<file path="config.mk">
export PLATFORM = sky130hd
export DESIGN_NAME = tm1638_display_arbiter
export DESIGN_NICKNAME = d
export VERILOG_FILES = /design/src/rtl/tm1638_display_arbiter_pkg.sv /design/src/rtl/tm1638_display_arbiter_next_idx.sv /design/src/rtl/tm1638_display_arbiter.sv
export SDC_FILE = /design/constraint.sdc
export NUM_CORES = 1
export LEC_CHECK = 0
export ABC_AREA = 1
export CELL_PAD_IN_SITES_DETAIL_PLACEMENT = 1
export CELL_PAD_IN_SITES_GLOBAL_PLACEMENT = 2
export CORE_MARGIN = 4
export CORE_UTILIZATION = 24
export DETAILED_ROUTE_END_ITERATION = 10
export PLACE_DENSITY = 0.84
export SYNTH_ARGS = -nofsm -noshare
export SYNTH_HDL_FRONTEND = slang
export SYNTH_HIERARCHICAL = 1
export SYNTH_SLANG_ARGS = --single-unit
export TNS_END_PERCENT = 20
</file>
<file path="constraint.sdc">
create_clock -name i_Clk -period 4.03 [get_ports i_Clk]
set_input_delay 0.403 -clock i_Clk [delete_from_list [all_inputs] [get_ports i_Clk]]
set_output_delay 0.403 -clock i_Clk [all_outputs]
set_load 0.01 [all_outputs]
</file>
<file path="src/rtl/tm1638_display_arbiter_pkg.sv">
// Shared types for the TM1638 display arbiter.
//   tm1638_types     : data words exchanged with tm1638_driver
//   tm1638_arb_types : arbiter FSM encoding and sizing constants

package tm1638_types;
    typedef logic [7:0] segments_t;
    typedef logic [7:0] leds_t;
endpackage

package tm1638_arb_types;
    typedef enum logic [1:0] {
        ARB_IDLE,
        ARB_PEND,
        ARB_SWITCH
    } arb_state_t;

    localparam int unsigned ARB_MAX_SRC = 16;
    localparam logic [15:0] ARB_CNT_MAX = 16'hFFFF;
endpackage

</file>
<file path="src/rtl/tm1638_display_arbiter_next_idx.sv">
// Combinational next-owner search: first enabled index after cur, wrapping
// NUM_SRC-1 -> 0. The search covers cur itself last, so a single enabled
// source re-selects itself. found=0 when the mask is all zero (nxt=cur).

module tm1638_arb_next_idx #(
    parameter int unsigned NUM_SRC = 8,
    localparam int unsigned SEL_W  = $clog2(NUM_SRC)
) (
    input  logic [SEL_W-1:0]   cur,
    input  logic [NUM_SRC-1:0] en,
    output logic [SEL_W-1:0]   nxt,
    output logic               found
);

    logic [SEL_W:0]   sum;
    logic [SEL_W:0]   wrap;
    logic [SEL_W-1:0] idx;

    // Scan cur+1 .. cur+NUM_SRC (mod NUM_SRC) and keep the first enabled hit
    always_comb begin
        nxt   = cur;
        found = 1'b0;
        sum   = '0;
        wrap  = '0;
        idx   = '0;
        for (int unsigned k = 1; k <= NUM_SRC; k++) begin
            sum  = {1'b0, cur} + (SEL_W+1)'(k);
            wrap = (sum >= (SEL_W+1)'(NUM_SRC)) ? sum - (SEL_W+1)'(NUM_SRC) : sum;
            idx  = wrap[SEL_W-1:0];
            if (!found && en[idx]) begin
                nxt   = idx;
                found = 1'b1;
            end
        end
    end

endmodule

</file>
<file path="src/rtl/tm1638_display_arbiter.sv">
// TM1638 display arbiter: shares one tm1638_driver between NUM_SRC producers.
// Only the current owner's updates are forwarded over a valid/ready
// handshake; ownership rotates on i_Next or, with i_Auto, a dwell timer.
// Optional build macro TM1638_ARB_DIAG_EN adds state/coalesce/switch
// diagnostic outputs.

module tm1638_display_arbiter
    import tm1638_types::*;
    import tm1638_arb_types::*;
#(
    parameter int unsigned NUM_SRC      = 8,
    parameter int unsigned DWELL_CYCLES = 5_400_000,
    localparam int unsigned SEL_W       = $clog2(NUM_SRC)
) (
    input  logic                        i_Clk,
    input  logic                        i_Rst_n,
    input  logic [NUM_SRC-1:0]          i_Src_En,
    input  logic [NUM_SRC-1:0]          i_Src_Valid,
    input  segments_t [NUM_SRC-1:0]     i_Src_Seg,
    input  leds_t [NUM_SRC-1:0]         i_Src_Leds,
    input  logic                        i_Next,
    input  logic                        i_Auto,
    input  logic                        i_Ready,
    output segments_t                   o_Segments,
    output leds_t                       o_Leds,
    output logic                        o_Valid,
    output logic [SEL_W-1:0]            o_Sel,
    output logic                        o_Switched
`ifdef TM1638_ARB_DIAG_EN
    ,
    output arb_state_t                  o_Diag_State,
    output logic [15:0]                 o_Diag_Coalesced,
    output logic [15:0]                 o_Diag_Switches
`endif
);

    localparam int unsigned     CNT_W      = $clog2(DWELL_CYCLES);
    localparam logic [CNT_W-1:0] DWELL_LAST = CNT_W'(DWELL_CYCLES - 1);

    arb_state_t       state_q, state_d;
    logic [SEL_W-1:0] sel_q, sel_d;
    segments_t        seg_q, seg_d;
    leds_t            leds_q, leds_d;
    logic             switched_q, switched_d;
    logic             sw_pend_q, sw_pend_d;
    logic [CNT_W-1:0] cnt_q, cnt_d;

    logic [SEL_W-1:0] nxt_idx;
    logic             nxt_found;
    logic             owner_en;
    logic             owner_strobe;
    logic             any_en;
    logic             expire;
    logic             trig;

    tm1638_arb_next_idx #(
        .NUM_SRC(NUM_SRC)
    ) u_next_idx (
        .cur   (sel_q),
        .en    (i_Src_En),
        .nxt   (nxt_idx),
        .found (nxt_found)
    );

    assign owner_en     = i_Src_En[sel_q];
    assign owner_strobe = i_Src_Valid[sel_q] && owner_en;
    assign any_en       = |i_Src_En;
    assign expire       = i_Auto && (cnt_q == DWELL_LAST);
    assign trig         = i_Next || expire;

    // Register bank: FSM state, owner, data word, pulse, deferred switch, dwell counter
    always_ff @(posedge i_Clk or negedge i_Rst_n) begin
        if (!i_Rst_n) begin
            state_q    <= ARB_IDLE;
            sel_q      <= '0;
            seg_q      <= '0;
            leds_q     <= '0;
            switched_q <= 1'b0;
            sw_pend_q  <= 1'b0;
            cnt_q      <= '0;
        end else begin
            state_q    <= state_d;
            sel_q      <= sel_d;
            seg_q      <= seg_d;
            leds_q     <= leds_d;
            switched_q <= switched_d;
            sw_pend_q  <= sw_pend_d;
            cnt_q      <= cnt_d;
        end
    end

    // Next-state logic: capture/coalesce owner data, defer switches across a pending transfer
    always_comb begin
        state_d    = state_q;
        sel_d      = sel_q;
        seg_d      = seg_q;
        leds_d     = leds_q;
        switched_d = 1'b0;
        sw_pend_d  = sw_pend_q;

        // Dwell counter restarts on every owner change and whenever rotation is off
        if (!i_Auto || state_q == ARB_SWITCH || expire) begin
            cnt_d = '0;
        end else begin
            cnt_d = cnt_q + 1'b1;
        end

        case (state_q)
            ARB_IDLE: begin
                if (owner_strobe) begin
                    seg_d   = i_Src_Seg[sel_q];
                    leds_d  = i_Src_Leds[sel_q];
                    state_d = ARB_PEND;
                    if (trig) begin
                        sw_pend_d = 1'b1;
                    end
                end else if ((trig || !owner_en) && any_en) begin
                    state_d = ARB_SWITCH;
                end
            end

            ARB_PEND: begin
                // A strobe on the transfer cycle reloads the register and keeps
                // o_Valid high; the deferred switch then waits for that word too.
                if (owner_strobe) begin
                    seg_d  = i_Src_Seg[sel_q];
                    leds_d = i_Src_Leds[sel_q];
                end
                if (trig) begin
                    sw_pend_d = 1'b1;
                end
                if (i_Ready && !owner_strobe) begin
                    sw_pend_d = 1'b0;
                    if ((sw_pend_q || trig) && any_en) begin
                        state_d = ARB_SWITCH;
                    end else begin
                        state_d = ARB_IDLE;
                    end
                end
            end

            ARB_SWITCH: begin
                if (nxt_found) begin
                    sel_d      = nxt_idx;
                    seg_d      = i_Src_Seg[nxt_idx];
                    leds_d     = i_Src_Leds[nxt_idx];
                    switched_d = 1'b1;
                    state_d    = ARB_PEND;
                end else begin
                    state_d = ARB_IDLE;
                end
            end

            default: begin
                state_d = ARB_IDLE;
            end
        endcase
    end

    assign o_Segments = seg_q;
    assign o_Leds     = leds_q;
    assign o_Valid    = (state_q == ARB_PEND);
    assign o_Sel      = sel_q;
    assign o_Switched = switched_q;

`ifdef TM1638_ARB_DIAG_EN
    logic [15:0] coal_q;
    logic [15:0] swcnt_q;

    // Saturating counters: updates overwritten before transfer, and owner changes
    always_ff @(posedge i_Clk or negedge i_Rst_n) begin
        if (!i_Rst_n) begin
            coal_q  <= '0;
            swcnt_q <= '0;
        end else begin
            if (state_q == ARB_PEND && owner_strobe && !i_Ready && coal_q != ARB_CNT_MAX) begin
                coal_q <= coal_q + 16'd1;
            end
            if (state_q == ARB_SWITCH && nxt_found && swcnt_q != ARB_CNT_MAX) begin
                swcnt_q <= swcnt_q + 16'd1;
            end
        end
    end

    assign o_Diag_State     = state_q;
    assign o_Diag_Coalesced = coal_q;
    assign o_Diag_Switches  = swcnt_q;
`endif

endmodule

</file>
== Word-level counts from Yosys, hierarchy flattened ==
Index checks and enable logic that the tools add are counted.

* Output and inout bits: 21
* Bits of input ports: 149
* Register bits: 46

* Reduce and logical (&&, ||, !) cells: 36
* Multiplexer cells: 71
* Eq/ne operators: 8
* Magnitude comparators: 18
* $add $sub $neg: 17

{| class="wikitable"
|+ Operators by type and width
! operator !! number
|-
| $bmux 8 s3 || 4
|-
| $mux 8 || 8
|-
| $mux 3 || 16
|-
| $lt 3x4->1 const B || 10
|-
| $ge 4x4->1 const B || 8
|-
| $pmux 8 s2 || 2
|-
| $bmux 1 s3 || 10
|-
| $mux 1 || 24
|-
| $sub 3x1->3 const B || 8
|-
| $add 23x1->23 const B || 1
|-
| $eq 23x23->1 const B || 1
|-
| $mux 23 || 1
|-
| $add 3x3->4 const B || 4
|-
| $logic_and 1x1->1 || 12
|-
| $logic_not 1->1 || 10
|-
| $add 3x2->4 const B || 2
|-
| $mux 2 || 4
|-
| $reduce_or 8->1 || 1
|-
| $pmux 2 s3 || 1
|-
| $reduce_and 2->1 || 3
|-
| $logic_or 1x1->1 || 5
|-
| $add 3x1->4 const B || 1
|-
| $add 3x4->4 const B || 1
|-
| $ne 2x1->1 const B || 2
|-
| other kinds (9) || 11
|}

== Logic depth before layout (Yosys ltp) ==
* Word-level depth: 31
* Gate-level depth with buffers: 25

== By module ==
The synthesis kept the hierarchy.

{| class="wikitable"
|+ Modules (own cells, without submodules)
! module !! seq. area each (µm²) !! cells an instance !! area each (µm²) !! times used
|-
| tm1638_display_arbiter || 1151.1 || 818 || 4818.4 || 1
|-
| tm1638_arb_next_idx || 0.0 || 141 || 735.7 || 1
|}

== Worst setup path before layout ==
OpenSTA, ideal clock, no wires.

* Kind: register to register
* Start point: register sel_q[0], in the netlist o_Sel[0]
* End point: register seg_q[6], in the netlist o_Segments[6]
* Period minus slack after synthesis: 3.196 ns
* Path buffers: 3
* Data arrival time: 3.080 ns
* Cell stages (with the launch flop): 24
* Setup time: 0.116 ns
* Slack: 0.834 ns
* Cells stage by stage: dfrtp_1 > buf_4 > inv_2 > ha_1 > inv_1 > nand3_1 > nand3_2 > nand2_2 > inv_2 > nand3_2 > nor2_4 > nand4_4 > nand2_1 > inv_1 > a21oi_2 > buf_2 > buf_1 > a21oi_1 > o21ai_0 > nand3_1 > nand3_1 > o21ai_0 > nand2_1 > nand2_1

* Cells in the longest elaborated chain, start to end: 31
* Elaborated cells between the ends (all ways): 93

{| class="wikitable"
|+ Ends and longest elaborated chain
! item !! RTL line !! RTL
|-
| start: declaration || tm1638_display_arbiter.sv:41 || <nowiki>logic [SEL_W-1:0] sel_q, sel_d;</nowiki>
|-
| start signal: assignment || tm1638_display_arbiter.sv:83 || <nowiki>sel_q <= sel_d;</nowiki>
|-
| $add 3x1->4 || tm1638_display_arbiter_next_idx.sv:27 || <nowiki>sum = {1'b0, cur} + (SEL_W+1)'(k);</nowiki>
|-
| $ge 4x4->1 / $sub 3x1->3 (equally long branches) || tm1638_display_arbiter_next_idx.sv:28 || <nowiki>wrap = (sum >= (SEL_W+1)'(NUM_SRC)) ? sum - (SEL_W+1)'(NUM_SRC) : sum;</nowiki>
|-
| $mux 3 || tm1638_display_arbiter_next_idx.sv:28 ||
|-
| $bmux 1 s3 || tm1638_display_arbiter_next_idx.sv:30 || <nowiki>if (!found && en[idx]) begin</nowiki>
|-
| $mux 1 (implied by the code) || tm1638_display_arbiter_next_idx.sv:30 ||
|-
| $mux 1 || tm1638_display_arbiter_next_idx.sv:30 ||
|-
| $logic_not 1->1 || tm1638_display_arbiter_next_idx.sv:30 ||
|-
| $logic_and 1x1->1 || tm1638_display_arbiter_next_idx.sv:30 ||
|-
| (+16 left out) || - ||
|-
| $logic_not 1->1 || tm1638_display_arbiter_next_idx.sv:30 ||
|-
| $logic_and 1x1->1 || tm1638_display_arbiter_next_idx.sv:30 ||
|-
| $mux 3 (*) || tm1638_display_arbiter_next_idx.sv:30 ||
|-
| via nxt_idx[1] || tm1638_display_arbiter.sv:48 || <nowiki>logic [SEL_W-1:0] nxt_idx;</nowiki>
|-
| $bmux 8 s3 (*) || tm1638_display_arbiter.sv:145 || <nowiki>seg_d = i_Src_Seg[nxt_idx];</nowiki>
|-
| $mux 8 (implied by the code) (*) || tm1638_display_arbiter.sv:145 ||
|-
| $mux 8 (*) || tm1638_display_arbiter.sv:143 || <nowiki>if (nxt_found) begin</nowiki>
|-
| $pmux 8 s2 (*) || tm1638_display_arbiter.sv:108 || <nowiki>case (state_q)</nowiki>
|-
| end signal: assignment || tm1638_display_arbiter.sv:84 || <nowiki>seg_q <= seg_d;</nowiki>
|-
| end: declaration || tm1638_display_arbiter.sv:42 || <nowiki>segments_t seg_q, seg_d;</nowiki>
|}

The timed path passes the listed nets; every way through them passes the cells marked *. The select of a mux whose other input is x is not followed.
A chain may end at the register's enable or synchronous reset.

== Worst setup path after layout ==
* Start point: register sel_q[0], in the netlist o_Sel[0]
* End point: register seg_q[0], in the netlist o_Segments[0]

The elaborated chain is that of the path after synthesis.

==> metrics list <==
- GRT Util Overall: 0.188
* Required time of the critical path: 4.22 ns
* Category of the critical setup timing path: reg2reg
- Detail Placement HPWL: 19300 um
- Clk root buf: clkbuf_16
- Final max-slew violation count: 0
- In this run the horizontal extent of the chip is 160 um.
* Number of global-route vias before repair: 7330
* Worst path most repeated cell: nand2_1
- Post-route DRC violation count: 0
- Register share of total power: 0.086
- LEAKAGE: 3.33 nW
- In this run the mean area of a mapped cell was 5.79 sq um.
- The synthesized netlist contains 44 unique library cells.
- STA classifies the critical path endpoint as a register.
- Largest cells by area after synthesis: dfrtp_1, nand2_1, o21ai_0
- Tracing the worst setup path back leads to its startpoint at o_Sel[0]$_DFFE_PN0P_.
* Area delta synth->final: 38.6%
- Along the worst path, the maximum fanout reaches 30.
- Synth Register Bits: 46
- In this run the power spent charging and discharging nets is 4.97 mW.
* Arr. time, crit path: 3.92 ns
- Across the run, the number of max-cap violations was 0.
- Height of the die: 160 um
- Post-Route Hold Slack: 0.0602 ns
- The worst register-to-register path begins at o_Sel[0]$_DFFE_PN0P_.
- Highest-count cells in the layout ignoring fill and taps: nand2_1, clkdlybuf4s50_1, inv_1, o21ai_0, nand3_1
* Final weighted congestion in routability-driven placement: 0.881
- For the finished layout, the period the worst path requires is 3.73 ns.
- Clock Latency Late Sink: 0.30 ns
- Antenna violations before repair: 3
* Count of warnings emitted by yosys: 6
* Most area-hungry cell type in the Yosys netlist: dfrtp_1
- First-pass GRT wire length: 39100 um
- The final layout contains 1244 nets.
- Longest Clk Path Bufs: 2
- The worst register-to-register path has a setup slack of 0.30 ns.
- Share of the core filled with cells in the final layout: 0.339
- Worst setup slack after placement: 0.300 ns
* Most common cell after layout, fill and taps aside: nand2_1
- In this run the remaining antenna-violating nets after routing total 0.
* First-pass detailed-route iteration total: 5
* Critical-path top delay cell: dfrtp_4
- For met2 alone, demand over resource in global routing was 0.340.
* Sum of negative setup slack: 0 ns
* Fraction of layout instances using a drive strength above 1: 0.0549
* Cell Int Power: 3.44 mW
* Fmax: 268 MHz
* Via Count: 6909
* Routed length per placed instance: 17.9 um
- RSZ-0062 raised after global routing: true
* Clock tree from TritonCTS: done
- In the routed layout, each cell is associated on average with a via count of 5.01.
* End of the critical path: o_Segments[0]$_DFFE_PN0P_
- Area inside the core boundary: 22700 sq um
- Met1 demand-to-capacity share in global routing: 0.232
* Share of Yosys cell area claimed by the top area cell type: 0.207
- HP Class: in2async
- For the worst flop-to-flop path, the logic depth is 19.
- Counting every net in the synthesized netlist gives 1111.
- Across the VDD grid, the largest voltage drop is 0.00107 V.
- Cells along the critical path: inv_2, ha_1, inv_1, nand3_1, nand2_1, nand2_1, nand2_1, inv_1, nand4_2, nand3_2, o21ai_2, nand2_8, buf_12, o21ai_0, nand3_1, nand3_1, o21ai_0, nand2_1, nand2_1
- Share of synthesized area occupied by flip-flops and latches: 0.207
- Max transition margin: 0.311
- Setup violations remaining at the end of the flow were counted as 0.
- For this run, global-route usage on met3 was measured as 0.0395.
- Number of endpoints with negative hold slack in the final report: 0
* Total gr overflow: 0
- In this design, the stage delay of the slowest critical-path cell is 0.54 ns.
- Counting every sink on the clock net gives 46.
* Number of buffers added by the clock tree synthesis step: 5
- The share of total power dissipated in the clock network is 0.067.
- Period Utilization, post-route: 0.925
* Run status: completed
- For this configuration, the core starts out at a cell density of 0.245.
- Maximum level of the CTS H-tree: 2
- Clock skew after layout: 0.00902 ns
- Element type at the critical path start: register
- Clock-pin slew was measured on the worst setup and hold paths at 0.07 ns.
* Cells after synthesis: 959
* Worst slew pin tran: 1.03 ns
- Maximum number of pins on one net before global-route repair: 95
* Gate power share: 0.847
- Hold-fix buffers at CTS: 0
* Count of port buffers added during placement: 169
* Slack of the critical path: 0.301 ns
- Summing internal, switching and leakage power gives 8.41 mW.
- The detailed router finished its first iteration with 347 violations.
- The floorplan step defined a die boundary enclosing 25600 sq um.
- Std-Cell Rows: 55
- The layer flagged by global routing as most heavily used is met2.
- Cell area after synthesis: 5550 sq um
- Io pins: 170
* Switching Share: 0.591
* Worst r2r dst: o_Segments[0]$_DFFE_PN0P_
- Drt total wl: 24700 um
- Dividing total power by cell area gives a power density of 1090 nW/um^2.
## worst min path at each step
stage / start / endpoint / slack (ns)
floorplan: i_Rst_n / cnt_q[0]$_DFF_PN0_ / 0.11
global placement: i_Rst_n / cnt_q[17]$_DFF_PN0_ / 0.41
detailed placement: i_Rst_n / cnt_q[17]$_DFF_PN0_ / 0.40
CTS: i_Rst_n / cnt_q[17]$_DFF_PN0_ / 0.09
global route: i_Rst_n / cnt_q[17]$_DFF_PN0_ / 0.1
finish: i_Rst_n / cnt_q[17]$_DFF_PN0_ / 0.06
## state kept, by name, summed over array words and instances, names as in the netlist
name        cells
o_Segments      8
sw_pend_q       1
o_Switched      1
cnt_q          23
o_Leds          8
state_q         2
o_Sel           3
## power by group through the flow
stage / Sequential (mW) / Clock [mW] / Combinational [mW]
global placement: 0.731 / 0 / 7.02
CTS: 0.728 / 0.572 / 7.11
global route: 0.743 / 0.591 / 8.08
detailed placement: 0.732 / 0 / 7.08
finish: 0.726 / 0.562 / 7.13
floorplan: 0.729 / 0 / 4.91
## kinds of logic (layout without fill, tap and decap cells)
family | Yosys count | count (layout) | synth area share
AND/OR/NAND/NOR | 441 | 442 | 0.354
AO/OA/AOI/OAI | 266 | 266 | 0.268
buffers and inverters | 192 | 325 | 0.144
flip-flops | 46 | 46 | 0.207
XOR/XNOR | 11 | 11 | 0.0201
adder cells (fa/ha/maj) | 3 | 3 | 0.00676
other | 0 | 2 | 0
## final cells by class
type	instances	area, sq um
Sequential cell	46	1160
Timing Repair Buffer	183	1830
Antenna cell	2	5.00
Clock buffer	6	139
Fill cell	2948	15000
Clock inverter	2	60.1
Inverter	134	509
Multi-Input combinational cell	722	3640
Tap cell	285	357
## layer usage
layer | up-vias | share of wire
met5 | - | 0.0011
met4 | 4 | 0.017
met3 | 25 | 0.057
met2 | 162 | 0.50
met1 | 3266 | 0.43
li1 | 3452 | -
## cell usage after synthesis (all sizes together)
cell,n
nor3b,3
nand4,14
nand2,241
nor2,57
dfrtp,46
clkinv,4
buf,38
xnor2,3
xor2,8
o22ai,1
inv,130
ha,3
clkbuf,20
nand3,108
a211oi,2
a21oi,90
o21bai,2
nor3,15
o21ai,119
nand3b,3
o21a,2
o211ai,50
## stage by stage
step	instances	area, sq um
floorplan	959	5550
global placement	1368	7470
detailed placement	1368	7470
CTS	1376	7660
global route	1378	7690
finish	1380	7700
## timing repair
item / CTS / global route
resized for setup: 0 / 1
buffers inserted: 0 / 1
setup endpoints to repair: 0 / 5
## worst max-delay path: cells and delay by family, from the launching register on
kind	cells	cell delay, ns
compound gates	3	0.81
fa+ha+maj	1	0.33
buf+inv	4	0.71
flops	1	0.54
simple gates	11	1.21
(Power assumes the default switching activity.)
